## config.mk

```make
export PLATFORM = sky130hd
export DESIGN_NAME = sr_latch_driver_flat
export DESIGN_NICKNAME = d
export VERILOG_FILES = /design/src/rtl/sr_latch_driver_pkg.sv /design/src/rtl/sr_latch_driver_if.sv /design/src/rtl/sr_latch_driver.sv /design/src/flat_wrapper.sv
export SDC_FILE = /design/constraint.sdc
export NUM_CORES = 1
export LEC_CHECK = 0
export BUFFER_PORTS_ARGS = -buffer_cell sky130_fd_sc_hd__clkbuf_2
export CAP_MARGIN = 20
export CORE_UTILIZATION = 35
export DETAILED_ROUTE_END_ITERATION = 7
export PLACE_DENSITY = 0.61
export SETUP_SLACK_MARGIN = 0.4
export SKIP_CTS_REPAIR_TIMING = 1
export SYNTH_ARGS = -nofsm -noshare
export SYNTH_HDL_FRONTEND = slang
export SYNTH_SLANG_ARGS = --single-unit
```

## constraint.sdc

```tcl
create_clock -name CLK -period 1.7 [get_ports CLK]
set_clock_uncertainty 0.05 [all_clocks]
set_input_delay 0.17 -clock CLK [delete_from_list [all_inputs] [get_ports CLK]]
set_output_delay 0.17 -clock CLK [all_outputs]
set_load 0.01 [all_outputs]
```

## src/rtl/sr_latch_driver_pkg.sv

```systemverilog
// Purpose: shared op codes and FSM state encodings for the SR latch driver.
// Latency: n/a (definitions only).
// Backpressure: n/a (definitions only).
package sr_latch_driver_pkg;

  // Request op codes
  localparam logic [1:0] OP_STROBE = 2'b00;
  localparam logic [1:0] OP_SET    = 2'b01;
  localparam logic [1:0] OP_RST    = 2'b10;
  localparam logic [1:0] OP_ILL    = 2'b11;

  // Write sequencer phases
  typedef enum logic [1:0] {
    ST_IDLE   = 2'b00,
    ST_SETUP  = 2'b01,
    ST_ENABLE = 2'b10,
    ST_HOLD   = 2'b11
  } state_t;

endpackage

```

## src/rtl/sr_latch_driver_if.sv

```systemverilog
// Purpose: request handshake, latch drive and status bundle for sr_latch_driver.
// Latency: n/a (wiring only).
// Backpressure: req_ready from the slave side gates req_valid.
interface sr_latch_driver_if;
  logic       req_valid;
  logic       req_ready;
  logic [1:0] req_op;
  logic       S;
  logic       R;
  logic       C;
  logic       Q_fb;
  logic       done;
  logic       err_illegal;
  logic       err_verify;

  // Requester / latch side
  modport master (
    output req_valid, req_op, Q_fb,
    input  req_ready, S, R, C, done, err_illegal, err_verify
  );

  // Driver block side
  modport slave (
    input  req_valid, req_op, Q_fb,
    output req_ready, S, R, C, done, err_illegal, err_verify
  );
endinterface

```

## src/rtl/sr_latch_driver.sv

```systemverilog
// Purpose: sequences set/reset/strobe requests into setup, C pulse, hold on an SR latch, then verifies Q.
// Latency: done pulses SETUP_CYC+PULSE_CYC+HOLD_CYC edges after the accept edge.
// Backpressure: req_ready=0 while a write is in flight; requests are ignored (not queued) then.
module sr_latch_driver
  import sr_latch_driver_pkg::*;
#(
  parameter int SETUP_CYC = 1,
  parameter int PULSE_CYC = 2,
  parameter int HOLD_CYC  = 1,
  parameter int CNT_W     = 4
) (
  input  logic              CLK,
  input  logic              RST,
  sr_latch_driver_if.slave  bus
);

  localparam logic [CNT_W-1:0] SETUP_LD = CNT_W'(SETUP_CYC - 1);
  localparam logic [CNT_W-1:0] PULSE_LD = CNT_W'(PULSE_CYC - 1);
  localparam logic [CNT_W-1:0] HOLD_LD  = CNT_W'(HOLD_CYC - 1);

  state_t           state_q, state_n;
  logic [CNT_W-1:0] cnt_q, cnt_n;
  logic [1:0]       op_q, op_n;
  logic             s_q, s_n;
  logic             r_q, r_n;
  logic             c_q, c_n;
  logic             rdy_q, rdy_n;
  logic             done_q, done_n;
  logic             ill_q, ill_n;
  logic             ver_q, ver_n;

  assign bus.S           = s_q;
  assign bus.R           = r_q;
  assign bus.C           = c_q;
  assign bus.req_ready   = rdy_q;
  assign bus.done        = done_q;
  assign bus.err_illegal = ill_q;
  assign bus.err_verify  = ver_q;

  // State and output registers; reset forces every output low except req_ready
  always_ff @(posedge CLK) begin
    if (RST) begin
      state_q <= ST_IDLE;
      cnt_q   <= '0;
      op_q    <= OP_STROBE;
      s_q     <= 1'b0;
      r_q     <= 1'b0;
      c_q     <= 1'b0;
      rdy_q   <= 1'b1;
      done_q  <= 1'b0;
      ill_q   <= 1'b0;
      ver_q   <= 1'b0;
    end else begin
      state_q <= state_n;
      cnt_q   <= cnt_n;
      op_q    <= op_n;
      s_q     <= s_n;
      r_q     <= r_n;
      c_q     <= c_n;
      rdy_q   <= rdy_n;
      done_q  <= done_n;
      ill_q   <= ill_n;
      ver_q   <= ver_n;
    end
  end

  // Next-state and next-output logic; status pulses default low so they self-clear
  always_comb begin
    state_n = state_q;
    cnt_n   = cnt_q;
    op_n    = op_q;
    s_n     = s_q;
    r_n     = r_q;
    c_n     = c_q;
    rdy_n   = rdy_q;
    done_n  = 1'b0;
    ill_n   = 1'b0;
    ver_n   = 1'b0;

    case (state_q)
      ST_IDLE: begin
        if (bus.req_valid && rdy_q) begin
          if (bus.req_op == OP_ILL) begin
            ill_n = 1'b1;
          end else begin
            // op bits map straight onto S/R, and 11 never gets here, so S=R=1 is impossible
            op_n    = bus.req_op;
            s_n     = bus.req_op[0];
            r_n     = bus.req_op[1];
            cnt_n   = SETUP_LD;
            rdy_n   = 1'b0;
            state_n = ST_SETUP;
          end
        end
      end
      ST_SETUP: begin
        if (cnt_q == '0) begin
          c_n     = 1'b1;
          cnt_n   = PULSE_LD;
          state_n = ST_ENABLE;
        end else begin
          cnt_n = cnt_q - CNT_W'(1);
        end
      end
      ST_ENABLE: begin
        if (cnt_q == '0) begin
          c_n     = 1'b0;
          cnt_n   = HOLD_LD;
          state_n = ST_HOLD;
        end else begin
          cnt_n = cnt_q - CNT_W'(1);
        end
      end
      ST_HOLD: begin
        if (cnt_q == '0) begin
          s_n     = 1'b0;
          r_n     = 1'b0;
          done_n  = 1'b1;
          rdy_n   = 1'b1;
          state_n = ST_IDLE;
          // Strobe-only writes leave Q undefined from our view, so only set/reset are verified
          ver_n   = ((op_q == OP_SET) && (bus.Q_fb != 1'b1)) ||
                    ((op_q == OP_RST) && (bus.Q_fb != 1'b0));
        end else begin
          cnt_n = cnt_q - CNT_W'(1);
        end
      end
      default: begin
        state_n = ST_IDLE;
        cnt_n   = '0;
        op_n    = OP_STROBE;
        s_n     = 1'b0;
        r_n     = 1'b0;
        c_n     = 1'b0;
        rdy_n   = 1'b1;
      end
    endcase
  end

endmodule

```

## src/flat_wrapper.sv

```systemverilog
// flat-port wrapper written by rule: the top's interface ports become plain ports
module sr_latch_driver_flat import sr_latch_driver_pkg::*;
#(
  parameter int SETUP_CYC = 1,
  parameter int PULSE_CYC = 2,
  parameter int HOLD_CYC  = 1,
  parameter int CNT_W     = 4
)
  (CLK, RST, bus_req_valid, bus_req_op, bus_Q_fb, bus_req_ready, bus_S, bus_R, bus_C, bus_done, bus_err_illegal, bus_err_verify);
  sr_latch_driver_if bus_i ();
  input  logic CLK;
  input  logic RST;
  input wire logic [$bits(bus_i.req_valid)-1:0] bus_req_valid;
  input wire logic [$bits(bus_i.req_op)-1:0] bus_req_op;
  input wire logic [$bits(bus_i.Q_fb)-1:0] bus_Q_fb;
  output wire logic [$bits(bus_i.req_ready)-1:0] bus_req_ready;
  output wire logic [$bits(bus_i.S)-1:0] bus_S;
  output wire logic [$bits(bus_i.R)-1:0] bus_R;
  output wire logic [$bits(bus_i.C)-1:0] bus_C;
  output wire logic [$bits(bus_i.done)-1:0] bus_done;
  output wire logic [$bits(bus_i.err_illegal)-1:0] bus_err_illegal;
  output wire logic [$bits(bus_i.err_verify)-1:0] bus_err_verify;
  assign bus_i.req_valid = bus_req_valid;
  assign bus_i.req_op = bus_req_op;
  assign bus_i.Q_fb = bus_Q_fb;
  assign bus_req_ready = bus_i.req_ready;
  assign bus_S = bus_i.S;
  assign bus_R = bus_i.R;
  assign bus_C = bus_i.C;
  assign bus_done = bus_i.done;
  assign bus_err_illegal = bus_i.err_illegal;
  assign bus_err_verify = bus_i.err_verify;
  sr_latch_driver #(.SETUP_CYC(SETUP_CYC), .PULSE_CYC(PULSE_CYC), .HOLD_CYC(HOLD_CYC), .CNT_W(CNT_W)) u_core (.CLK(CLK), .RST(RST), .bus(bus_i));
endmodule
```

After elaboration in Yosys (flattened, before gate mapping)

Index checks and enable logic that the tools add are counted.

Flip-flop bits (word level): 15
Input bits: 6
Logic and storage cells: 71

$add $sub $neg: 1
Equal/unequal tests: 12
Multiplexer cells: 26
Bitwise logic cells: 6
Reductions and logical operators: 16

Operator list:

| cell                                                 | count |
|---|---|
| two-way mux 4 bit                                    | 5 |
| case mux 4 bit (4 select lines)                      | 1 |
| two-way mux 1 bit                                    | 10 |
| two-way mux 2 bit                                    | 5 |
| AND reduction 3 bit                                  | 3 |
| equality test 2 bit (second input constant)          | 4 |
| != test 2 x 1 -> 1 bit (second input constant)       | 4 |
| case mux 1 bit (2 select lines)                      | 4 |
| case mux 2 bit (4 select lines)                      | 1 |
| NOT 1 bit                                            | 6 |
| OR reduction 3 bit                                   | 2 |
| AND reduction 5 bit                                  | 1 |
| equality test 2 x 1 -> 1 bit (second input constant) | 2 |
| logical NOT 4 bit                                    | 1 |
| != test 2 bit (second input constant)                | 2 |
| AND reduction 4 bit                                  | 1 |
| nonzero test 2 bit                                   | 2 |
| subtractor 4 x 1 -> 4 bit (second input constant)    | 1 |
| logical AND 1 bit                                    | 3 |
| logical NOT 2 bit                                    | 1 |
| OR reduction 2 bit                                   | 1 |
| logical OR 1 bit                                     | 1 |

Logic depth before layout (Yosys ltp)

Gate-level depths: netlist (run 1).

Depth after elaboration: 4
Depth in mapped cells: 7
Depth with buffers taken out: 6

Worst setup path before layout (run 1)

No wires, ideal clock.

Path type: reg2reg
From: register u_core.state_q[0]
To: register u_core.r_q, in the netlist u_core.bus.R
Setup time: 0.071 ns
Arrival time: 1.471 ns
Data required time: 1.579 ns
Setup slack: 0.108 ns
Stages on the path, launching flop included: 8
Buffers on the path: 1
Cell sequence: dfxtp_1 inv_1 ha_1 buf_6 clkinv_2 a31oi_4 or4b_1 a21oi_1

Cells in the longest elaborated chain, start to end: 3
Elaborated cells on any way between the ends: 8
Classes of those cells: eq/ne (4); mux (1); reduce/logical (3)

Ends and longest elaborated chain:

| what                                                     | RTL line              | RTL |
|---|---|---|
| start: declaration                                       | sr_latch_driver.sv:21 | `state_t state_q, state_n;` |
| start signal: assignment                                 | sr_latch_driver.sv:54 | `state_q <= state_n;` |
| equality test 2 bit or logical NOT 2 bit (tied branches) | sr_latch_driver.sv:80 | `case (state_q)` |
| != test 2 x 1 -> 1 bit (no line) (tied with other cells) | -                     |  |
| AND reduction 4 bit (no line)                            | -                     |  |
| end signal: assignment                                   | sr_latch_driver.sv:58 | `r_q <= r_n;` |
| end: declaration                                         | sr_latch_driver.sv:25 | `logic r_q, r_n;` |

Several ways; a longest one is shown, not always the timed one.
A chain may end at the register's enable or synchronous reset.

Worst setup path after layout (run 1)

From: register u_core.state_q[1]
To: register u_core.r_q, in the netlist u_core.bus.R

The elaborated chain is that of the path after synthesis.

==> impl_metrics.json, run 1 <==
{
  "finalCriticalPeriod_ps": 1550,
  "drt-initial-drc-count": 9,
  "drive_gt1_frac": 0.534,
  "yosys_warnings": 0,
  "ff2ff_path_depth": 6,
  "ys_seq_area_frac": 0.386,
  "reg2reg_from": "u_core.state_q[1]",
  "dieArea_sq_um": 2410,
  "ff2ff_setup_slack_ps": 150,
  "final-hold-violation-count": 0,
  "cpPeakStageDelay_ps": 530,
  "cts_num_sinks": 15,
  "dr_total_vias": 752,
  "synth_top_cell_by_area": "dfxtp_1",
  "synth_nets": 99,
  "syn-instance-count": 87,
  "relSlewSlack": 0.753,
  "drc": 0,
  "cts_tree": "done",
  "synth-edff-count": 0,
  "grt_overflow": 0,
  "outcome": "finished clean",
  "fin_nets": 129,
  "drt_wl_total_mm": 1.88,
  "crit_fanout": 5,
  "dp.cells": 123,
  "grt_pass1_vias": 707,
  "syn_to_final_growth_pct": 47.5,
  "vias_per_cell": 5.26,
  "antenna_found_initial": 0,
  "row_count": 16,
  "p_leak_nw": 0.436,
  "synthFlopType": "dfxtp_1",
  "ir_worst_vdd_mv": 0.817,
  "holdWs_ps": 168,
  "clock_latency_ps": 280,
  "synth_common_cells": "dfxtp_1 (15), nor2_1 (11), a21oi_1 (8), nor3_1 (8)",
  "timing.setup.tns_ps": 0,
  "cp_data_required_time_ps": 1870,
  "crit_arrival_ps": 1710,
  "crit_chain": "inv_4, ha_4, clkinv_4, a31oi_4, or4b_1, a21oi_1",
  "antenna_left": 0,
  "ios": 13,
  "design_power_total_w": 0.00180,
  "drv_slew": 0,
  "endpoint_kind": "flip-flop",
  "fillers": 193,
  "timing.rr.end": "u_core.bus.R",
  "synth.most_common_cell": "dfxtp_1",
  "synth_top_area_frac": 0.386,
  "wl_per_cell_um": 13.1,
  "hpwl_mm": 1.21,
  "port_buffers": 12,
  "startpoint_type": "flip-flop",
  "powerDensity_nw_per_um2": 1570,
  "stdcell_count": 143,
  "start_util": 0.384,
  "crit_cells": 6,
  "cts_root_buffer": "clkbuf_4",
  "crit_end": "u_core.bus.R",
  "tightestPinTransition_ps": 371,
  "coreArea_sq_um": 2020,
  "rsz0062_at_grt": "yes",
  "crit_slowest_cell": "or4b_1",
  "syn_area_sq_um": 777,
  "synth_area_leaders": "dfxtp_1 (39%), ha_1 (9.7%), nor2_1 (5.3%)",
  "clk_path_buf_depth": 2,
  "htreeDepth": 1,
  "critPathTopFamily": "simple AND/OR/NAND/NOR gates",
  "gp_congestion": 0.729,
  "die_y_um": 49.1,
  "setup_viol": 0,
  "synth-seq-cells": 15,
  "drtPass1Iterations": 4,
  "min_path_type": "in2reg",
  "path_class": "reg2reg",
  "grt_max_degree": 17,
  "cap_violations": 0,
  "startpoint": "u_core.state_q[1]",
  "synthArstFlopShare": 0,
  "cts.clk_slew.worst_paths_ps": 90,
  "hold_start": "bus_req_op[1]",
  "grt_pass1_wl_mm": 2.99,
  "maxClockFrequency_ghz": 0.647,
  "synth.distinct_cells": 28,
  "grt_use_total": 0.163,
  "timing.final.crit_share": 0.910,
  "numCtsBuffers": 3,
  "die_x_um": 49.1,
  "syn-mean-instance-area_sq_um": 8.93,
  "path_buf_inv": 2,
  "n_antenna_cell": 0
}
[stage by stage]
stage | area [sq um] | setup WS, ps | utilization
floorplan | 820 | 215 | -
global placement | 895 | 162 | 0.442
detailed placement | 895 | 134 | 0.442
CTS | 922 | 110 | 0.456
global route | 1150 | 117 | 0.567
finish | 1150 | 154 | 0.567
[registers in the layout, indices dropped and copies added (netlist names)]
name	cells
u_core.bus.R	1
u_core.op_q	2
u_core.cnt_q	4
u_core.bus.done	1
u_core.bus.err_verify	1
u_core.bus.S	1
u_core.bus.C	1
u_core.bus.err_illegal	1
u_core.state_q	2
u_core.bus.req_ready	1
[layout make-up]
cell class	instances	area, sq um	share of cell area
Multi-Input combinational cell	64	566	0.493
Sequential cell	15	310	0.271
Timing Repair Buffer	27	176	0.154
Tap cell	27	33.8	0.0295
Inverter	6	32.5	0.0284
Clock buffer	3	22.5	0.0197
Clock inverter	1	5.00	0.00437
[worst min-delay path: cells and delay by family]
family / cells / cell delay, ps
buffers and inverters: 1 / 110
and+or+nand+nor: 3 / 170
[kinds of logic (layout without fill, tap and decap cells)]
logic type                 after synthesis  after routing  share of synthesized area
DFF                                     15             15                      0.386
buffers and inverters                    9             37                     0.0547
adders and majority gates                6              6                     0.0966
and+or+nand+nor                         34             34                      0.262
AOI/OAI and AO/OA                       23             24                      0.200
[per-layer routing]
metal | GRT usage | routed length [um] | vias to the layer above
li1 | - | - | 377
met1 | 0.182 | 808 | 352
met2 | 0.281 | 941 | 21
met3 | 0.0685 | 101 | 2
met4 | 0.0392 | 28 | 0
met5 | 0 | 0 | -
[cells in the final DEF, fill, tap and decap left out, types with 2 or more instances in the layout]
cell type	count
buf_4	14
ha_4	4
dfxtp_2	2
clkbuf_2	12
dfxtp_4	2
clkbuf_4	3
a31oi_4	2
inv_4	2
nand2_1	3
o31ai_1	2
dfxtp_1	11
o21ai_0	5
nand3b_1	2
nor3_1	6
a21oi_1	4
nor2_2	3
nor3_4	2
nor2_1	9
inv_2	2
a21oi_2	4
nand3_1	2
[where the power goes]
part	total [W]	switching [W]	internal [W]	leakage (nW)
logic	0.00107	0.000521	0.000547	0.294
registers	0.000526	0.0000860	0.000440	0.125
clock network	0.000209	0.000121	0.0000873	0.0177
total	0.00180	0.000728	0.00107	0.436
[worst min path at each step]
stage	slack (ps)	end	cells after the start
after detailed placement	430	u_core.bus.err_illegal	3
after floorplan	290	u_core.bus.err_illegal	2
after CTS	110	u_core.bus.err_illegal	3
after global routing	180	u_core.op_q[0]	4
final	170	u_core.op_q[0]	4
after global placement	420	u_core.bus.R	2
(Power assumes the default switching activity.)
==> inputs of run 2 (changes only) <==
--- a/config.mk
+++ b/config.mk
@@ -10,6 +10,7 @@
 export CORE_UTILIZATION = 35
 export DETAILED_ROUTE_END_ITERATION = 7
 export PLACE_DENSITY = 0.61
+export RECOVER_POWER = 25
 export SETUP_SLACK_MARGIN = 0.4
 export SKIP_CTS_REPAIR_TIMING = 1
 export SYNTH_ARGS = -nofsm -noshare
==> run 2 against run 1 <==
Net effect: cell count unchanged; first-iteration DRC count is 22% lower; die area unchanged; worst setup slack improved by 3.7 ps; flip-flop and latch count unchanged; routed wire length fell by 0.16%; combinational power hardly changed; worst hold slack better by 0.71 ps; via count down 0.40%; clock power about the same; largest cell class unchanged.
==> impl_metrics.json, run 2 (synthesis gave the netlist of run 1 again) <==
{
  "timing.final.crit_share": 0.907,
  "syn_to_final_growth_pct": 46.7,
  "ir_worst_vdd_mv": 0.816,
  "hpwl_mm": 1.21,
  "startpoint": "u_core.state_q[1]",
  "numCtsBuffers": 3,
  "final-hold-violation-count": 0,
  "critPathTopFamily": "simple AND/OR/NAND/NOR gates",
  "crit_slowest_cell": "or4b_1",
  "grt_pass1_vias": 707,
  "largest_register_ff_count": 4,
  "coreArea_sq_um": 2020,
  "regMostFlops": "u_core.cnt_q",
  "min_path_type": "in2reg",
  "drt_wl_total_mm": 1.88,
  "grt_max_degree": 17,
  "design_power_total_w": 0.00179,
  "die_y_um": 49.1,
  "start_util": 0.384,
  "cap_violations": 0,
  "reg.largest.list": "u_core.cnt_q: 4 flops, u_core.op_q: 2 flops, u_core.state_q: 2 flops",
  "timing.setup.tns_ps": 0,
  "swShare": 0.404,
  "cts_num_sinks": 15,
  "htreeDepth": 1,
  "ios": 13,
  "reg2reg_from": "u_core.state_q[1]",
  "drv_slew": 0,
  "dieArea_sq_um": 2410,
  "drive_gt1_frac": 0.491,
  "n_antenna_cell": 0,
  "mostFrequentLayoutCells": "buf_4 (14), dfxtp_1 (11), nor2_1 (9), clkbuf_2 (7), nor3_1 (6)",
  "clkPwrFrac": 0.116,
  "drtPass1Iterations": 6,
  "crit_chain": "inv_4, ha_4, clkinv_4, a31oi_4, or4b_1, a21oi_1",
  "wl_per_cell_um": 13.1,
  "setup_viol": 0,
  "cts_tree": "done",
  "drc": 0,
  "p_switching_w": 0.000725,
  "p_leak_nw": 0.419,
  "seqPwrFrac": 0.293,
  "relSlewSlack": 0.752,
  "cts_root_buffer": "clkbuf_4",
  "cts.clk_slew.worst_paths_ps": 90,
  "crit_arrival_ps": 1710,
  "row_count": 16,
  "timing.rr.end": "u_core.bus.R",
  "ff2ff_setup_slack_ps": 160,
  "clk_path_buf_depth": 2,
  "drt-initial-drc-count": 7,
  "fin_nets": 129,
  "grt_use_total": 0.163,
  "powerDensity_nw_per_um2": 1570,
  "antenna_left": 0,
  "grt_overflow": 0,
  "crit_end": "u_core.bus.R",
  "tightestPinTransition_ps": 371,
  "internal-power_w": 0.00107,
  "final_common_cell": "buf_4",
  "endpoint_kind": "flip-flop",
  "grt_pass1_wl_mm": 2.99,
  "crit_cells": 6,
  "clock_latency_ps": 280,
  "ff2ff_path_depth": 6,
  "finalCriticalPeriod_ps": 1540,
  "crit_fanout": 5,
  "antenna_found_initial": 0,
  "outcome": "finished clean",
  "rsz0062_at_grt": "yes",
  "path_class": "reg2reg",
  "path_buf_inv": 2,
  "dr_total_vias": 749,
  "vias_per_cell": 5.24,
  "cpPeakStageDelay_ps": 530,
  "maxClockFrequency_ghz": 0.648,
  "port_buffers": 12,
  "power.share.combinational": 0.592,
  "startpoint_type": "flip-flop",
  "gp_congestion": 0.729,
  "die_x_um": 49.1,
  "cp_data_required_time_ps": 1870
}
==> run 2: cell counts in the layout (fill, tap and decap cells not counted) <==
No cell type changed its count.
==> run 2: worst min path at each step <==
| stage | start | endpoint | slack (ps) | cells after the start |
|---|---|---|---|---|
| finish | bus_req_op[1] | u_core.op_q[0] | 170 | 4 |
| floorplan | bus_req_op[0] | u_core.bus.err_illegal | 290 | 2 |
| CTS | bus_req_op[0] | u_core.bus.err_illegal | 110 | 3 |
| global route | bus_req_op[1] | u_core.op_q[0] | 180 | 4 |
| global placement | u_core.bus.R | u_core.bus.R | 420 | 2 |
| detailed placement | bus_req_op[0] | u_core.bus.err_illegal | 430 | 3 |
==> run 2: final cells by class <==
cell class / instances / area [sq um]
Clock buffer: 3 / 22.5
Clock inverter: 1 / 5.00
Fill cell: 194 / 882
Inverter: 6 / 32.5
Multi-Input combinational cell: 64 / 566
Sequential cell: 15 / 310
Tap cell: 27 / 33.8
Timing Repair Buffer: 27 / 170
==> run 2: routing by layer <==
layer	vias to the layer above	part of all wire	track usage
li1	377	-	-
met1	341	0.42	0.182
met2	29	0.50	0.281
met3	2	0.066	0.0685
met4	0	0.015	0.0392
met5	-	0	0
==> run 2: power by group through the flow <==
stage                     clock [W]  combinational (W)  sequential, W
after floorplan                   0           0.000536       0.000504
after global placement            0           0.000672       0.000494
after detailed placement          0           0.000690       0.000498
after CTS                  0.000222           0.000693       0.000490
after global routing       0.000240            0.00116       0.000537
final                      0.000208            0.00106       0.000525
==> run 2: tightest hold or removal path: stages <==
cell and delay (ps):
clkbuf_2 110, nor2_2 40, nor2_1 80, nor3_1 50
==> run 2: metrics by stage <==
step                instance area (sq um)   util  cells  setup slack (ps)  hold slack, ps
detailed placement                    895  0.442    123               134             430
CTS                                   922  0.456    127               110             106
global route                         1140  0.564    143               117             176
floorplan                             820      -     87               215             289
global placement                      895  0.442    123               162             421
finish                               1140  0.564    143               157             168
